===== src/rtl/mcu_subsys_pkg.sv =====
// Shared types and constants for the mcu_subsys memory bus arbiter.
// Latency: n/a (declarations only).
// Backpressure: n/a.
package mcu_subsys_pkg;

    typedef enum logic [0:0] {
        ARB_IDLE = 1'b0,
        ARB_BUSY = 1'b1
    } arb_state_e;

    // Master ids as carried on the grant output
    localparam logic MST_CPU = 1'b0;
    localparam logic MST_DMA = 1'b1;

    // Read data returned to a master whose transaction was cut short
    localparam logic [31:0] DEF_TIMEOUT_RDATA = 32'hDEAD_BEEF;

endpackage


===== src/rtl/mcu_subsys_bus_watchdog.sv =====
// Per-transaction stall watchdog: counts BUSY cycles, flags the last allowed one.
// Latency: expire is combinational from the count; the count advances once per BUSY cycle.
// Backpressure: none; the counter holds at its limit and clears whenever run is low.
module mcu_subsys_bus_watchdog
    import mcu_subsys_pkg::*;
#(
    parameter int TIMEOUT_CYCLES = 256
) (
    input  logic sys_clk,
    input  logic rst,
    input  logic run,
    input  logic done,
    output logic expire
);

    localparam int CW = $clog2(TIMEOUT_CYCLES);
    localparam logic [CW-1:0] LAST_CNT = CW'(TIMEOUT_CYCLES - 1);
    localparam logic [CW-1:0] ONE      = CW'(1);

    logic [CW-1:0] count;

    // Last permitted BUSY cycle; only meaningful while a transaction is running
    assign expire = run && (count == LAST_CNT);

    // Clear outside BUSY; advance only while neither completion nor expiry is happening,
    // so the count stops at LAST_CNT and can never wrap
    always_ff @(posedge sys_clk) begin
        if (rst) begin
            count <= '0;
        end else if (!run) begin
            count <= '0;
        end else if (!done && !expire) begin
            count <= count + ONE;
        end
    end

endmodule


===== src/rtl/mcu_subsys_mem_arbiter.sv =====
// Round-robin two-master arbiter for the mcu_subsys native memory bus, with stall watchdog.
// Latency: one IDLE cycle of arbitration, then the slave response passes straight through.
// Backpressure: the losing master simply holds valid; its request is served after the current one.
module mcu_subsys_mem_arbiter
    import mcu_subsys_pkg::*;
#(
    parameter int          TIMEOUT_CYCLES = 256,
    parameter logic [31:0] TIMEOUT_RDATA  = DEF_TIMEOUT_RDATA
) (
    input  logic        sys_clk,
    input  logic        rst,
    input  logic        m0_mem_valid,
    output logic        m0_mem_ready,
    input  logic [31:0] m0_mem_addr,
    input  logic [31:0] m0_mem_wdata,
    input  logic [3:0]  m0_mem_wstrb,
    output logic [31:0] m0_mem_rdata,
    input  logic        m1_mem_valid,
    output logic        m1_mem_ready,
    input  logic [31:0] m1_mem_addr,
    input  logic [31:0] m1_mem_wdata,
    input  logic [3:0]  m1_mem_wstrb,
    output logic [31:0] m1_mem_rdata,
    output logic        s_mem_valid,
    input  logic        s_mem_ready,
    output logic [31:0] s_mem_addr,
    output logic [31:0] s_mem_wdata,
    output logic [3:0]  s_mem_wstrb,
    input  logic [31:0] s_mem_rdata,
    output logic        grant,
    output logic        busy,
    output logic        timeout_err,
    output logic        timeout_master,
    input  logic        err_clr
);

    arb_state_e  state;
    logic        last_grant;
    logic        next_grant;
    logic        expire;
    logic        tmo_fire;
    logic        complete;
    logic [31:0] resp_data;

    assign busy = (state == ARB_BUSY);

    // A timeout only counts when the slave did not answer in that same cycle
    assign tmo_fire = busy && !s_mem_ready && expire;

    // Response goes out on real completion or forced expiry; never while reset is held
    assign complete  = busy && !rst && (s_mem_ready || expire);
    assign resp_data = s_mem_ready ? s_mem_rdata : TIMEOUT_RDATA;

    mcu_subsys_bus_watchdog #(
        .TIMEOUT_CYCLES(TIMEOUT_CYCLES)
    ) u_watchdog (
        .sys_clk(sys_clk),
        .rst    (rst),
        .run    (busy),
        .done   (s_mem_ready),
        .expire (expire)
    );

    // Arbitration decision: a lone requester wins, a tie goes opposite to the last owner
    always_comb begin
        next_grant = MST_CPU;
        if (m0_mem_valid && m1_mem_valid) begin
            next_grant = ~last_grant;
        end else if (m1_mem_valid) begin
            next_grant = MST_DMA;
        end
    end

    // Arbiter FSM: grant in IDLE, hold the grant until completion or expiry
    always_ff @(posedge sys_clk) begin
        if (rst) begin
            state      <= ARB_IDLE;
            grant      <= MST_CPU;
            last_grant <= MST_DMA;
        end else begin
            case (state)
                ARB_IDLE: begin
                    if (m0_mem_valid || m1_mem_valid) begin
                        grant <= next_grant;
                        state <= ARB_BUSY;
                    end
                end
                ARB_BUSY: begin
                    if (s_mem_ready || expire) begin
                        last_grant <= grant;
                        state      <= ARB_IDLE;
                    end
                end
                default: state <= ARB_IDLE;
            endcase
        end
    end

    // Sticky timeout flag; a timeout in the same cycle as err_clr keeps the flag set
    always_ff @(posedge sys_clk) begin
        if (rst) begin
            timeout_err    <= 1'b0;
            timeout_master <= MST_CPU;
        end else if (tmo_fire) begin
            timeout_err    <= 1'b1;
            timeout_master <= grant;
        end else if (err_clr) begin
            timeout_err <= 1'b0;
        end
    end

    // Slave-side mux from the owning master; quiet zeros outside BUSY
    always_comb begin
        s_mem_valid = busy;
        s_mem_addr  = '0;
        s_mem_wdata = '0;
        s_mem_wstrb = '0;
        if (busy) begin
            if (grant == MST_DMA) begin
                s_mem_addr  = m1_mem_addr;
                s_mem_wdata = m1_mem_wdata;
                s_mem_wstrb = m1_mem_wstrb;
            end else begin
                s_mem_addr  = m0_mem_addr;
                s_mem_wdata = m0_mem_wdata;
                s_mem_wstrb = m0_mem_wstrb;
            end
        end
    end

    // Master-side return path: only the owner sees ready, rdata is zero whenever ready is low
    always_comb begin
        m0_mem_ready = complete && (grant == MST_CPU);
        m1_mem_ready = complete && (grant == MST_DMA);
        m0_mem_rdata = m0_mem_ready ? resp_data : '0;
        m1_mem_rdata = m1_mem_ready ? resp_data : '0;
    end

endmodule

===== config.mk =====
export PLATFORM = sky130hd
export DESIGN_NAME = mcu_subsys_mem_arbiter
export DESIGN_NICKNAME = d
export VERILOG_FILES = /design/src/rtl/mcu_subsys_pkg.sv /design/src/rtl/mcu_subsys_bus_watchdog.sv /design/src/rtl/mcu_subsys_mem_arbiter.sv
export SDC_FILE = /design/constraint.sdc
export NUM_CORES = 1
export LEC_CHECK = 0
export ABC_AREA = 1
export BUFFER_PORTS_ARGS = -buffer_cell sky130_fd_sc_hd__buf_2
export CAP_MARGIN = 15
export CORE_AREA = 2 2 120 122
export DETAILED_ROUTE_END_ITERATION = 6
export DIE_AREA = 0 0 122 124
export PLACE_DENSITY = 0.57
export SYNTH_ARGS = -nofsm -noshare
export SYNTH_HDL_FRONTEND = slang
export SYNTH_SLANG_ARGS = --single-unit

===== constraint.sdc =====
create_clock -name sys_clk -period 1.9 [get_ports sys_clk]
set_clock_uncertainty 0.1 [all_clocks]
set_input_delay 0.285 -clock sys_clk [delete_from_list [all_inputs] [get_ports sys_clk]]
set_output_delay 0.285 -clock sys_clk [all_outputs]
set_load 0.1 [all_outputs]

==> results.py <==
metrics = {
    "run_status": {
        "status": "finished with violations",
        "violations": "setup timing",
    },
    "global_routing": {
        "grt_start_max_net_pins": 54,
        "first_pass_grt_wire_length_um": 21100,
        "grt_pass1_vias": 3954,
        "grt_antenna_before_repair": 2,
        "grt.overflow.total": 0,
        "grtUsageTotal_pct": 17.7,
    },
    "min_path": {
        "timing.hold.worst.start": "rst",
        "worst_hold_check_path_type": "in2reg",
    },
    "cells_and_area": {
        "most-common-layout-cells": "174 x sky130_fd_sc_hd__buf_2, 148 x sky130_fd_sc_hd__buf_12, 86 x sky130_fd_sc_hd__nor2_4",
        "num-nets-final": 942,
        "drive_gt1_share_pct": 67.8,
        "mostFrequentLayoutCell": "sky130_fd_sc_hd__buf_2",
        "finalInstanceArea_um2": 7710,
        "final-instance-count-excl-fill": 947,
        "area_growth_pct": 241,
    },
    "critical_path": {
        "regToRegStartpoint": "u_watchdog.count[0]",
        "path_max_fanout": 8,
        "required_ns": 1.51,
        "start_kind": "flip-flop",
        "setup.worst_path.start": "u_watchdog.count[0]",
        "crit_arrival_ns": 1.83,
        "crit_path_end_kind": "output pin",
        "setup.worst_path.class": "reg2out",
    },
    "clock_tree": {
        "clk-insertion-delay-late_ns": 0.25,
        "clock_transition_at_the_registers_of_the_reported_paths_ns": 0.04,
        "cts_root_buffer": "sky130_fd_sc_hd__clkbuf_16",
        "cts.path.max_buffers": 2,
        "numClockSinks": 13,
        "tritoncts": "built",
        "tritoncts.num_buffers": 3,
        "cts.htree.levels": 1,
        "number_of_hold_buffers_added_after_cts": 0,
    },
    "sta": {
        "worst_slack_ns": -0.318,
        "finalSetupTns_ns": -18.49,
        "hold_viol": 0,
        "final_max_slew_viol_count": 0,
        "setup_viol_count_final": 66,
        "rsz0062_at_grt": "true",
        "max_slew.worst_pin.slew_ns": 0.514,
        "fmax_mhz": 451,
        "finalCriticalPeriod_ns": 2.22,
        "maxSlewHeadroom_pct": 66.0,
        "worst_hold_slack_ns": 0.185,
        "layout_worst_path_cycle_share_pct": 117,
    },
    "synthesis": {
        "post_synth_inst_count": 442,
        "netlist-cell-type-count": 23,
        "synth_area_um2": 2260,
        "yosys_register_bits": 13,
        "ys.warnings.count": 0,
        "yosysSeqAreaShare_pct": 11.5,
        "syn-mean-instance-area_um2": 5.12,
        "synth_fp_nets": 617,
    },
    "routing": {
        "firstDrtPassIters": 4,
        "first_iter_violations": 122,
        "detail-route-antenna-nets": 0,
        "route.detailed.wl_per_inst_um": 15.0,
        "remaining_drc_errors": 0,
        "post_route_wl_um": 14200,
        "detailroute.via_count": 4104,
        "vias_per_cell": 4.33,
    },
    "floorplan": {
        "floorplan.initialDensity_pct": 16.5,
        "io-pin-count": 313,
        "design.die.area_um2": 15100,
        "chipWidth_um": 122,
        "fp.coreArea_um2": 13700,
        "die_y_um": 124,
        "num_rows": 43,
    },
    "placed_design": {
        "globalplace.congestion": 0.779,
        "dpl.cell_count": 932,
        "dp_hpwl_um": 12100,
        "numPortBuffers": 312,
        "dpl-instance-area_um2": 7410,
    },
    "pwr": {
        "power.switching_fraction_pct": 55.4,
        "power.sequential.fraction_pct": 9.2,
        "net-switching-power_mw": 1.78,
        "power.clock.fraction_pct": 12.6,
        "max-vdd-ir-drop_uv": 333,
        "power_report.internal_total_mw": 1.43,
        "p_per_area_nw_per_um2": 416,
        "power_share_of_the_combinational_group_pct": 78.3,
        "leakagePower_nw": 3.22,
        "power.total_mw": 3.21,
    },
    "job": {
        "max_cap_violations": 0,
    },
}
stage by stage:
| stage | utilization (%) | setup slack [ns] |
|---|---|---|
| after floorplan | - | -0.490 |
| after CTS | 55.8 | -0.306 |
| after global routing | 56.2 | -0.396 |
| after global placement | 54.0 | -0.0517 |
| final | 56.2 | -0.318 |
| after detailed placement | 54.0 | -0.0826 |
cells in the mapped netlist (all sizes together):
master  number  area, µm²
nor3         1       5.00
inv         40        150
clkbuf      22       82.6
xor2         1       8.76
nor2       163        642
buf         15       96.3
nand4        5       31.3
o21ai       70        350
dfxtp       13        260
ha           1       12.5
nand2       41        176
a21oi       57        364
nand3       13       82.6
worst max-delay path, stage by stage, from the launching register on:
cell and delay, ns:
sky130_fd_sc_hd__dfxtp_2 0.35, sky130_fd_sc_hd__ha_4 0.15, sky130_fd_sc_hd__nand3_4 0.09, sky130_fd_sc_hd__nor2_4 0.13, sky130_fd_sc_hd__nand2_4 0.08, sky130_fd_sc_hd__nand2_8 0.08, sky130_fd_sc_hd__buf_12 0.10, sky130_fd_sc_hd__nand2_8 0.09
sky130_fd_sc_hd__clkbuf_16 0.19, sky130_fd_sc_hd__a21oi_4 0.14, sky130_fd_sc_hd__buf_12 0.19
sequential cells by signal, summed over array words and instances (netlist names):
register and cells:
u_watchdog.count 8, busy 1, grant 1, last_grant 1
timeout_err 1, timeout_master 1
power by group through the flow:
stage                     logic [mW]  clock network (mW)  registers [mW]
after floorplan                 1.53                   0           0.314
after global placement          2.48                   0           0.301
after detailed placement        2.49                   0           0.302
after CTS                       2.52               0.409           0.295
after global routing            2.61               0.428           0.295
final                           2.51               0.402           0.294
timing repair:
| action | in CTS | in global routing |
|---|---|---|
| gates resized for setup | 18 | 9 |
| endpoints found under the setup margin | 110 | 93 |
| cloned | 1 | 1 |
| setup buffers | 6 | 2 |
| pin swaps | 3 | 0 |
per-layer routing:
metal	part of all wire [%]	vias to the layer above	track usage (%)
met1	34	1827	19.1
met3	10	15	4.81
met2	54	204	34.5
li1	-	2056	-
met4	1.2	2	3.30
met5	0.049	-	0
layout make-up:
cell class                      count  area (µm²)
Antenna cell                        1        2.50
Clock buffer                        4        78.8
Fill cell                        1170        6010
Inverter                           40         160
Multi-Input combinational cell    352        2810
Sequential cell                    13         270
Tap cell                          180         225
Timing Repair Buffer              357        4160
worst paths after layout:
| kind | cells past startpoint | slack [ns] | to |
|---|---|---|---|
| worst max-delay path | 10 | -0.32 | m0_mem_rdata[23] |
| worst min-delay path | 2 | 0.18 | grant |
| worst max register to register | 10 | 0.28 | u_watchdog.count[1] |
| worst min register to register | 2 | 0.37 | timeout_err |
cell families (layout without fill, tap and decap cells):
| family | count (synthesis) | in the layout | synth area share [%] |
|---|---|---|---|
| and+or+nand+nor | 223 | 223 | 41.4 |
| AOI/OAI and AO/OA | 127 | 127 | 31.6 |
| buffers and inverters | 77 | 401 | 14.5 |
| DFF | 13 | 13 | 11.5 |
| adders and majority gates | 1 | 1 | 0.553 |
| xor gates and xnor gates | 1 | 1 | 0.387 |
| other | 0 | 1 | 0 |
No activity file was read; power rests on OpenSTA's default activity.
